[src/rtl/bfly_2p_pipe_if.sv]
// Stream interface for the radix-2 butterfly: operand side and result side,
// each with its own valid/ready handshake.
interface bfly_2p_pipe_if #(
    parameter int DATA_WIDTH = 16,
    parameter int TW_WIDTH   = 16,
    parameter int OUT_WIDTH  = 17
);
    logic                          in_valid;
    logic                          in_ready;
    logic                          inv;
    logic                          scale;
    logic signed [DATA_WIDTH-1:0]  A_real;
    logic signed [DATA_WIDTH-1:0]  A_imag;
    logic signed [DATA_WIDTH-1:0]  B_real;
    logic signed [DATA_WIDTH-1:0]  B_imag;
    logic signed [TW_WIDTH-1:0]    W_real;
    logic signed [TW_WIDTH-1:0]    W_imag;
    logic                          out_valid;
    logic                          out_ready;
    logic signed [OUT_WIDTH-1:0]   Y0_real;
    logic signed [OUT_WIDTH-1:0]   Y0_imag;
    logic signed [OUT_WIDTH-1:0]   Y1_real;
    logic signed [OUT_WIDTH-1:0]   Y1_imag;
    logic                          ovf;

    modport master (
        output in_valid, inv, scale, A_real, A_imag, B_real, B_imag, W_real, W_imag, out_ready,
        input  in_ready, out_valid, Y0_real, Y0_imag, Y1_real, Y1_imag, ovf
    );

    modport slave (
        input  in_valid, inv, scale, A_real, A_imag, B_real, B_imag, W_real, W_imag, out_ready,
        output in_ready, out_valid, Y0_real, Y0_imag, Y1_real, Y1_imag, ovf
    );
endinterface

[src/rtl/bfly_2p_pipe.sv]
// Three-stage radix-2 DIT butterfly: Y0 = A + B*W, Y1 = A - B*W, with optional
// conjugate twiddle, 1/2 scaling, rounding and output saturation.
module bfly_2p_pipe #(
    parameter int DATA_WIDTH = 16,
    parameter int TW_WIDTH   = 16,
    parameter int OUT_WIDTH  = 17
) (
    input  logic         clk,
    input  logic         rst_n,
    bfly_2p_pipe_if.slave bus
);
    localparam int MW = DATA_WIDTH + TW_WIDTH;   // single product
    localparam int PW = MW + 1;                  // sum/difference of two products
    localparam int SW = PW + 2;                  // A +/- P with headroom
    localparam logic signed [PW-1:0] RND = PW'(1) <<< (TW_WIDTH - 2);

    logic stall;

    // stage 1 registers
    logic                         v1_q, inv1_q, scale1_q;
    logic signed [DATA_WIDTH-1:0] ar1_q, ai1_q, br1_q, bi1_q;
    logic signed [TW_WIDTH-1:0]   wr1_q, wi1_q;

    // stage 2 registers
    logic                         v2_q, inv2_q, scale2_q;
    logic signed [DATA_WIDTH-1:0] ar2_q, ai2_q;
    logic signed [MW-1:0]         rr_q, ii_q, ri_q, ir_q;

    // stage 3 registers
    logic                         v3_q, ovf_q;
    logic signed [OUT_WIDTH-1:0]  y0r_q, y0i_q, y1r_q, y1i_q;

    // stage 3 combinational results
    logic signed [PW-1:0]         p_re, p_im;
    logic signed [SW-1:0]         s0r, s0i, s1r, s1i;
    logic signed [OUT_WIDTH-1:0]  y0r_d, y0i_d, y1r_d, y1i_d;
    logic                         c0r, c0i, c1r, c1i;

    function automatic logic signed [OUT_WIDTH-1:0] sat(input logic signed [SW-1:0] x,
                                                         output logic clip);
        logic signed [SW-1:0] hi;
        logic signed [SW-1:0] lo;
        hi   = SW'({1'b0, {(OUT_WIDTH-1){1'b1}}});
        lo   = ~hi;
        clip = 1'b0;
        sat  = x[OUT_WIDTH-1:0];
        if (x > hi) begin
            clip = 1'b1;
            sat  = hi[OUT_WIDTH-1:0];
        end else if (x < lo) begin
            clip = 1'b1;
            sat  = lo[OUT_WIDTH-1:0];
        end
    endfunction

    // every stage advances together unless the result slot is full and blocked
    assign stall        = v3_q & ~bus.out_ready;
    assign bus.in_ready = ~stall;

    // S1: capture operands and per-operation mode bits
    always_ff @(posedge clk or negedge rst_n) begin
        if (!rst_n) begin
            v1_q     <= 1'b0;
            inv1_q   <= 1'b0;
            scale1_q <= 1'b0;
            ar1_q    <= '0;
            ai1_q    <= '0;
            br1_q    <= '0;
            bi1_q    <= '0;
            wr1_q    <= '0;
            wi1_q    <= '0;
        end else if (!stall) begin
            v1_q     <= bus.in_valid;
            inv1_q   <= bus.inv;
            scale1_q <= bus.scale;
            ar1_q    <= bus.A_real;
            ai1_q    <= bus.A_imag;
            br1_q    <= bus.B_real;
            bi1_q    <= bus.B_imag;
            wr1_q    <= bus.W_real;
            wi1_q    <= bus.W_imag;
        end
    end

    // S2: four full-width signed partial products, A forwarded
    always_ff @(posedge clk or negedge rst_n) begin
        if (!rst_n) begin
            v2_q     <= 1'b0;
            inv2_q   <= 1'b0;
            scale2_q <= 1'b0;
            ar2_q    <= '0;
            ai2_q    <= '0;
            rr_q     <= '0;
            ii_q     <= '0;
            ri_q     <= '0;
            ir_q     <= '0;
        end else if (!stall) begin
            v2_q     <= v1_q;
            inv2_q   <= inv1_q;
            scale2_q <= scale1_q;
            ar2_q    <= ar1_q;
            ai2_q    <= ai1_q;
            rr_q     <= br1_q * wr1_q;
            ii_q     <= bi1_q * wi1_q;
            ri_q     <= br1_q * wi1_q;
            ir_q     <= bi1_q * wr1_q;
        end
    end

    // S3 datapath: combine products (conj(W) folded into signs), round, add/sub, scale, clamp
    always_comb begin
        if (inv2_q) begin
            p_re = PW'(rr_q) + PW'(ii_q);
            p_im = PW'(ir_q) - PW'(ri_q);
        end else begin
            p_re = PW'(rr_q) - PW'(ii_q);
            p_im = PW'(ri_q) + PW'(ir_q);
        end
        p_re = (p_re + RND) >>> (TW_WIDTH - 1);
        p_im = (p_im + RND) >>> (TW_WIDTH - 1);
        s0r  = SW'(ar2_q) + SW'(p_re);
        s0i  = SW'(ai2_q) + SW'(p_im);
        s1r  = SW'(ar2_q) - SW'(p_re);
        s1i  = SW'(ai2_q) - SW'(p_im);
        if (scale2_q) begin
            s0r = (s0r + SW'(1)) >>> 1;
            s0i = (s0i + SW'(1)) >>> 1;
            s1r = (s1r + SW'(1)) >>> 1;
            s1i = (s1i + SW'(1)) >>> 1;
        end
        y0r_d = sat(s0r, c0r);
        y0i_d = sat(s0i, c0i);
        y1r_d = sat(s1r, c1r);
        y1i_d = sat(s1i, c1i);
    end

    // S3 output register; ovf only reflects slots that carry a real operation
    always_ff @(posedge clk or negedge rst_n) begin
        if (!rst_n) begin
            v3_q  <= 1'b0;
            ovf_q <= 1'b0;
            y0r_q <= '0;
            y0i_q <= '0;
            y1r_q <= '0;
            y1i_q <= '0;
        end else if (!stall) begin
            v3_q  <= v2_q;
            ovf_q <= v2_q & (c0r | c0i | c1r | c1i);
            y0r_q <= y0r_d;
            y0i_q <= y0i_d;
            y1r_q <= y1r_d;
            y1i_q <= y1i_d;
        end
    end

    assign bus.out_valid = v3_q;
    assign bus.ovf       = ovf_q;
    assign bus.Y0_real   = y0r_q;
    assign bus.Y0_imag   = y0i_q;
    assign bus.Y1_real   = y1r_q;
    assign bus.Y1_imag   = y1i_q;
endmodule

[src/flat_wrapper.sv]
// flat-port wrapper written by rule: the top's interface ports become plain ports
module bfly_2p_pipe_flat 
#(
    parameter int DATA_WIDTH = 16,
    parameter int TW_WIDTH   = 16,
    parameter int OUT_WIDTH  = 17
)
  (clk, rst_n, bus_in_valid, bus_inv, bus_scale, bus_A_real, bus_A_imag, bus_B_real, bus_B_imag, bus_W_real, bus_W_imag, bus_out_ready, bus_in_ready, bus_out_valid, bus_Y0_real, bus_Y0_imag, bus_Y1_real, bus_Y1_imag, bus_ovf);
  bfly_2p_pipe_if #(.DATA_WIDTH(DATA_WIDTH), .TW_WIDTH(TW_WIDTH), .OUT_WIDTH(OUT_WIDTH)) bus_i ();
  input  logic clk;
  input  logic rst_n;
  input wire logic [$bits(bus_i.in_valid)-1:0] bus_in_valid;
  input wire logic [$bits(bus_i.inv)-1:0] bus_inv;
  input wire logic [$bits(bus_i.scale)-1:0] bus_scale;
  input wire logic [$bits(bus_i.A_real)-1:0] bus_A_real;
  input wire logic [$bits(bus_i.A_imag)-1:0] bus_A_imag;
  input wire logic [$bits(bus_i.B_real)-1:0] bus_B_real;
  input wire logic [$bits(bus_i.B_imag)-1:0] bus_B_imag;
  input wire logic [$bits(bus_i.W_real)-1:0] bus_W_real;
  input wire logic [$bits(bus_i.W_imag)-1:0] bus_W_imag;
  input wire logic [$bits(bus_i.out_ready)-1:0] bus_out_ready;
  output wire logic [$bits(bus_i.in_ready)-1:0] bus_in_ready;
  output wire logic [$bits(bus_i.out_valid)-1:0] bus_out_valid;
  output wire logic [$bits(bus_i.Y0_real)-1:0] bus_Y0_real;
  output wire logic [$bits(bus_i.Y0_imag)-1:0] bus_Y0_imag;
  output wire logic [$bits(bus_i.Y1_real)-1:0] bus_Y1_real;
  output wire logic [$bits(bus_i.Y1_imag)-1:0] bus_Y1_imag;
  output wire logic [$bits(bus_i.ovf)-1:0] bus_ovf;
  assign bus_i.in_valid = bus_in_valid;
  assign bus_i.inv = bus_inv;
  assign bus_i.scale = bus_scale;
  assign bus_i.A_real = bus_A_real;
  assign bus_i.A_imag = bus_A_imag;
  assign bus_i.B_real = bus_B_real;
  assign bus_i.B_imag = bus_B_imag;
  assign bus_i.W_real = bus_W_real;
  assign bus_i.W_imag = bus_W_imag;
  assign bus_i.out_ready = bus_out_ready;
  assign bus_in_ready = bus_i.in_ready;
  assign bus_out_valid = bus_i.out_valid;
  assign bus_Y0_real = bus_i.Y0_real;
  assign bus_Y0_imag = bus_i.Y0_imag;
  assign bus_Y1_real = bus_i.Y1_real;
  assign bus_Y1_imag = bus_i.Y1_imag;
  assign bus_ovf = bus_i.ovf;
  bfly_2p_pipe #(.DATA_WIDTH(DATA_WIDTH), .TW_WIDTH(TW_WIDTH), .OUT_WIDTH(OUT_WIDTH)) u_core (.clk(clk), .rst_n(rst_n), .bus(bus_i));
endmodule
[config.mk]
export PLATFORM = sky130hd
export DESIGN_NAME = bfly_2p_pipe_flat
export DESIGN_NICKNAME = d
export VERILOG_FILES = /design/src/rtl/bfly_2p_pipe_if.sv /design/src/rtl/bfly_2p_pipe.sv /design/src/flat_wrapper.sv
export SDC_FILE = /design/constraint.sdc
export NUM_CORES = 2
export LEC_CHECK = 0
export BUFFER_PORTS_ARGS = -buffer_cell sky130_fd_sc_hd__buf_4
export CAP_MARGIN = 20
export CORE_MARGIN = 2
export CORE_UTILIZATION = 25
export DETAILED_ROUTE_END_ITERATION = 10
export MAX_ROUTING_LAYER = met4
export PLACE_DENSITY_LB_ADDON = 0.15
export SYNTH_ARGS = -nofsm -noshare
export SYNTH_HDL_FRONTEND = slang
export SYNTH_SLANG_ARGS = --single-unit
[constraint.sdc]
create_clock -name clk -period 10.5 [get_ports clk]
set_input_delay 1.575 -clock clk [delete_from_list [all_inputs] [get_ports clk]]
set_output_delay 1.575 -clock clk [all_outputs]
set_load 0.05 [all_outputs]
# [Yosys cells after proc, flatten, opt, wreduce, memory -nomap -nowiden]
# Cells that the tools add are included.
[word_totals] regBits=332 in_bits=102 output_inout_bits=71
[classes] add_sub_neg=14 n_mul=4 n_lt_le_gt_ge=8 mux=22 bitwise=7
[ops] op="adder 35 x 2 -> 35 bit (second input constant)" count=4
[ops] op="greater-than comparator 35 x 17 -> 1 bit (second input constant)" count=4
[ops] op="< comparator 35 x 17 -> 1 bit (second input constant)" count=4
[ops] op="2-to-1 mux 35 bit" count=4
[ops] op="2-to-1 mux 17 bit" count=8
[ops] op="multiplier 16 x 16 -> 32 bit" count=4
[ops] op="adder 32 x 32 -> 33 bit" count=2
[ops] op="adder 33 x 16 -> 33 bit (second input constant)" count=2
[ops] op="2-to-1 mux 33 bit" count=2
[ops] op="subtractor 32 x 32 -> 33 bit" count=2
[ops] op="adder 16 x 18 -> 19 bit" count=2
[ops] op="subtractor 16 x 18 -> 19 bit" count=2
[ops] op="2-to-1 mux 1 bit" count=8
[ops] op="OR 1 bit" count=3
[ops] op="bitwise AND 1 bit" count=2
[ops] op="NOT 1 bit" count=2

# [Logic depth before layout (Yosys ltp)]
[depth] word_depth=13 depth_mapped=37

# [Worst setup path after synthesis]
# No wires, ideal clock.
[synth_timing] path_kind="reg-to-reg" startpoint="register u_core.ii_q[2]" endpoint="register u_core.ovf_q, in the netlist u_core.bus.ovf" setup_ps=131 arrival_time_ps=7357 slack_ps=3013 stages_incl_launch_ff=34 path_cell_list="dfrtp_1 nor3_1 nand2_1 nor4_1 nand2_1 nor2_1 nand2_1 nor2_1 nor2_1 xor2_1 ha_1 a21o_1 a21o_1 a21oi_2 a2bb2oi_2 o21ai_2 o311a_1 nand2b_1 or4_4 or2_2 xnor2_1 ha_1 clkbuf_1 o21ai_0 nor4_1 a2111oi_4 nor4b_4 nand4b_4 nor4_4 a311o_1 buf_2 nand3_1 nor4bb_1 a31oi_1"
[synth_between] elab_chain_len=13 elab_cells_between_ends=22
[synth_rtl] item="start: declaration" line_no="bfly_2p_pipe.sv:27" rtl="logic signed [MW-1:0] rr_q, ii_q, ri_q, ir_q;"
[synth_rtl] item="start signal: assignment" line_no="bfly_2p_pipe.sv:104" rtl="ii_q <= bi1_q * wi1_q;"
[synth_rtl] item="subtractor 32 x 32 -> 33 bit / adder 32 x 32 -> 33 bit (equally long branches)" line_no="bfly_2p_pipe.sv:116, bfly_2p_pipe.sv:113"
[synth_rtl] item="2-to-1 mux 33 bit (*)" line_no="bfly_2p_pipe.sv:112" rtl="if (inv2_q) begin"
[synth_rtl] item="adder 33 x 16 -> 33 bit (*)" line_no="bfly_2p_pipe.sv:119" rtl="p_re = (p_re + RND) >>> (TW_WIDTH - 1);"
[synth_rtl] item="adder 16 x 18 -> 19 bit" line_no="bfly_2p_pipe.sv:121" rtl="s0r = SW'(ar2_q) + SW'(p_re);"
[synth_rtl] item="adder 35 x 2 -> 35 bit" line_no="bfly_2p_pipe.sv:126" rtl="s0r = (s0r + SW'(1)) >>> 1;"
[synth_rtl] item="2-to-1 mux 35 bit" line_no="bfly_2p_pipe.sv:125" rtl="if (scale2_q) begin"
[synth_rtl] item="< comparator 35 x 17 -> 1 bit" line_no="bfly_2p_pipe.sv:50" rtl="end else if (x < lo) begin"
[synth_rtl] item="2-to-1 mux 1 bit" line_no="bfly_2p_pipe.sv:50"
[synth_rtl] item="2-to-1 mux 1 bit" line_no="bfly_2p_pipe.sv:47" rtl="if (x > hi) begin"
[synth_rtl] item="OR 1 bit" line_no="bfly_2p_pipe.sv:148" rtl="ovf_q <= v2_q & (c0r | c0i | c1r | c1i);"
[synth_rtl] item="OR 1 bit (*) (2 in a row)" line_no="bfly_2p_pipe.sv:148"
[synth_rtl] item="bitwise AND 1 bit (*)" line_no="bfly_2p_pipe.sv:148"
[synth_rtl] item="end signal: assignment" line_no="bfly_2p_pipe.sv:148"
[synth_rtl] item="end: declaration" line_no="bfly_2p_pipe.sv:30" rtl="logic v3_q, ovf_q;"
# Mark *: on every way between the ends. The rest lies on a longest branch, timed or not.
# A chain may end at the register's enable or synchronous reset.

# [Final worst setup path]
# Same ends and word-level chain as after synthesis.

==> key figures <==
Status
  – Outcome: finished, final reports clean

Clocking
  – Cts repair resizes: 0
  – Skew-Pair Late Insertion Delay: 650 ps
  – Post-CTS Hold Buffers: 0
  – TritonCTS Buffers: 45
  – Reg clk slew, reported paths: 60 ps
  – Post-CTS Setup Repair Bufs: 0
  – H-tree levels: 2
  – Root Driver: clkbuf_16
  – Max clock buf depth: 3
  – CTS Sinks: 332
  – CTS tree: yes

STA
  – Relative slew margins: 21.87%
  – Setup TNS: 0 ps
  – RSZ-0062 raised after global routing: false
  – Tmin final: 8965 ps
  – Slew Limit Fails: 0
  – Tightest Pin Transition: 1164 ps
  – Clk_skew: 24.65 ps
  – # setup viols final: 0
  – Fin crit share: 85.38%
  – Max frequency: 111.5 MHz
  – Final Hold Viols: 0

GRT
  – GRT Resource Usage Total: 16.84%
  – Vias in the first global route: 50,722
  – Grt ovf: 0
  – Largest net degree at the start of global routing: 151
  – Antenna violations before repair: 16
  – First-pass GRT wire length: 320,100 µm

Yosys
  – Seq/Total Area, Yosys: 13.25%
  – #FFs+latches synth: 332
  – Post-synthesis cell count: 7,248
  – Mapped Area: 62,710 µm²
  – Post-synth top area share: 33.58%
  – Syn Nets: 8,884
  – Count of cell types in the netlist: 112
  – Syn_area_per_cell: 8.652 µm²
  – Most frequent cells after synthesis: 1,242 x nand2_1, 1,229 x inv_1, 1,052 x fa_1
  – Post-synth ARST share: 100.0%
  – Top_reg_cell synth: dfrtp_1
  – Most common cell in the netlist: nand2_1
  – Largest cells by area after synthesis: fa_1 34%, dfrtp_1 13%, ha_1 9.6%
  – Yosys warning count: 0
  – Leading area contributor after synthesis: fa_1
  – Post-synth EDFFs: 0

Routing
  – Total Wirelength: 208,700 µm
  – Antenna violation net count after detailed routing: 0
  – Drt drc: 0
  – Wire per inst: 19.69 µm
  – DR vias: 48,229
  – Via-per-instance ratio: 4.551
  – DR iter-0 viols: 2,598
  – Drt first pass iters: 5

Floorplan
  – Ports: 173
  – DIE AREA: 254,900 µm²
  – Site Rows: 183
  – Die Wd: 504.8 µm
  – Starting density of the core: 25.17%
  – Core area: 249,100 µm²
  – Die Y: 504.8 µm

Critical path
  – CP required: 11,020 ps
  – Critical path's slowest cell: a311o_1
  – Setup crit start kind: flip-flop
  – Worst Setup SP: u_core.ii_q[2]
  – Crit-path max FO: 17
  – CP Buf/Inv Count: 1
  – Top Family by Delay on Critical Path: simple AND/OR/NAND/NOR gates
  – Worst Path Class, Setup: reg2reg
  – CP Capture Type: flip-flop
  – CP max stage delay: 670 ps
  – CP arrival: 9480 ps
  – Reg2reg start: u_core.ii_q[2]
  – Flop-to-flop setup slack: 1540 ps

Placement
  – Placed cell count: 10,510
  – Dpl hpwl: 164,700 µm
  – RD Place Congestion: 0.8387
  – Port Buf Inserts: 172

Cells and area
  – Final nets: 8,864
  – Fin cells: 10,598
  – Layout Utilization: 27.78%
  – Synth-to-layout area growth: 10.37%
  – Layout cell share with drive strength beyond 1: 6.223%

Hold path
  – Hold WC Path Type: reg2reg
  – Hold Startpoint: u_core.rr_q[0]

Flow run
  – Total of max-cap violations: 0
[layer usage]
metal	vias to the layer above	global-route usage, %	routed length [µm]
met5	-	-	0
met4	0	3.485	4527
met1	24502	23.33	100900
met3	163	2.655	10260
met2	867	25.90	92990
li1	22697	-	-
[kinds of logic (layout without fill, tap and decap cells)]
| group | Yosys count | in the layout | share of synthesized area, % |
|---|---|---|---|
| flops | 332 | 332 | 13.25 |
| mux | 19 | 19 | 0.3173 |
| fa+ha+maj | 1534 | 1534 | 43.20 |
| buf+inv | 1565 | 1580 | 9.485 |
| simple gates | 2481 | 2481 | 18.59 |
| xor+xnor | 321 | 321 | 4.495 |
| compound gates | 996 | 996 | 10.66 |
| other cells | 0 | 5 | 0 |
[final cells by class]
type	count	area [µm²]
Multi-Input combinational cell	5351	48460
Timing Repair Buffer	263	1994
Sequential cell	332	8335
Fill cell	27087	179900
Inverter	1235	4643
Tap cell	3330	4167
Clock inverter	21	342.8
Antenna cell	5	12.51
Clock buffer	61	1256
[state kept, by name, indices dropped and copies added (netlist names), 17 cells and up]
| signal | cells |
|---|---|
| u_core.bus.Y0_imag | 17 |
| u_core.rr_q | 32 |
| u_core.ir_q | 32 |
| u_core.bus.Y1_real | 17 |
| u_core.bus.Y0_real | 17 |
| u_core.bus.Y1_imag | 17 |
| u_core.ii_q | 32 |
| u_core.ri_q | 32 |
[worst reg2reg max path, delay by kind of cell, from the launching register on]
kind / cells / cell delay [ps]
xor+xnor: 3 / 530
flops: 1 / 420
simple gates: 15 / 3460
buf+inv: 1 / 230
compound gates: 12 / 3230
fa+ha+maj: 2 / 970
[cells in the final DEF, fill, tap and decap left out, types with 14 or more instances in the layout]
cell	n
dfrtp_1	310
clkbuf_16	45
fa_1	1052
a21o_1	78
o211ai_1	23
or2_2	17
a211oi_1	43
nand2_1	1242
dfrtp_2	22
nor2_1	319
and3_1	25
o21bai_1	30
nand3b_1	15
ha_1	482
xor2_1	124
or3_1	32
xnor2_1	196
o21a_1	56
a22o_1	20
nand4_1	26
inv_1	1229
and2_1	412
nor4_1	27
a21oi_1	285
o21ai_0	196
nand2b_1	101
nor2b_1	31
a211o_1	14
nand3_1	92
a31oi_1	42
o31ai_1	24
nor3_1	74
buf_4	261
[worst paths after layout]
| check | cells past startpoint | endpoint |
|---|---|---|
| min in group asynchronous | 1 | u_core.ai1_q[7] |
| hold reg to reg | 2 | u_core.rr_q[0] |
| setup / recovery | 33 | u_core.bus.ovf |
| setup reg to reg | 33 | u_core.bus.ovf |
| hold / removal | 2 | u_core.rr_q[0] |
| max in group asynchronous | 3 | u_core.rr_q[15] |
[per-stage QoR]
step / area, µm² / setup slack (ps) / hold WS, ps
2_1_floorplan: 62710 / 3013 / 430.0
3_3_place_gp: 67590 / 1517 / 446.0
3_5_place_dp: 67590 / 1481 / 455.5
4_1_cts: 69190 / 1458 / 469.7
5_1_grt: 69210 / 730.8 / 490.4
6_report: 69210 / 1535 / 465.0
Power is left out: the tool's default activity adds up to more than one toggle a clock period on the data nets, which glitch-free logic cannot reach.
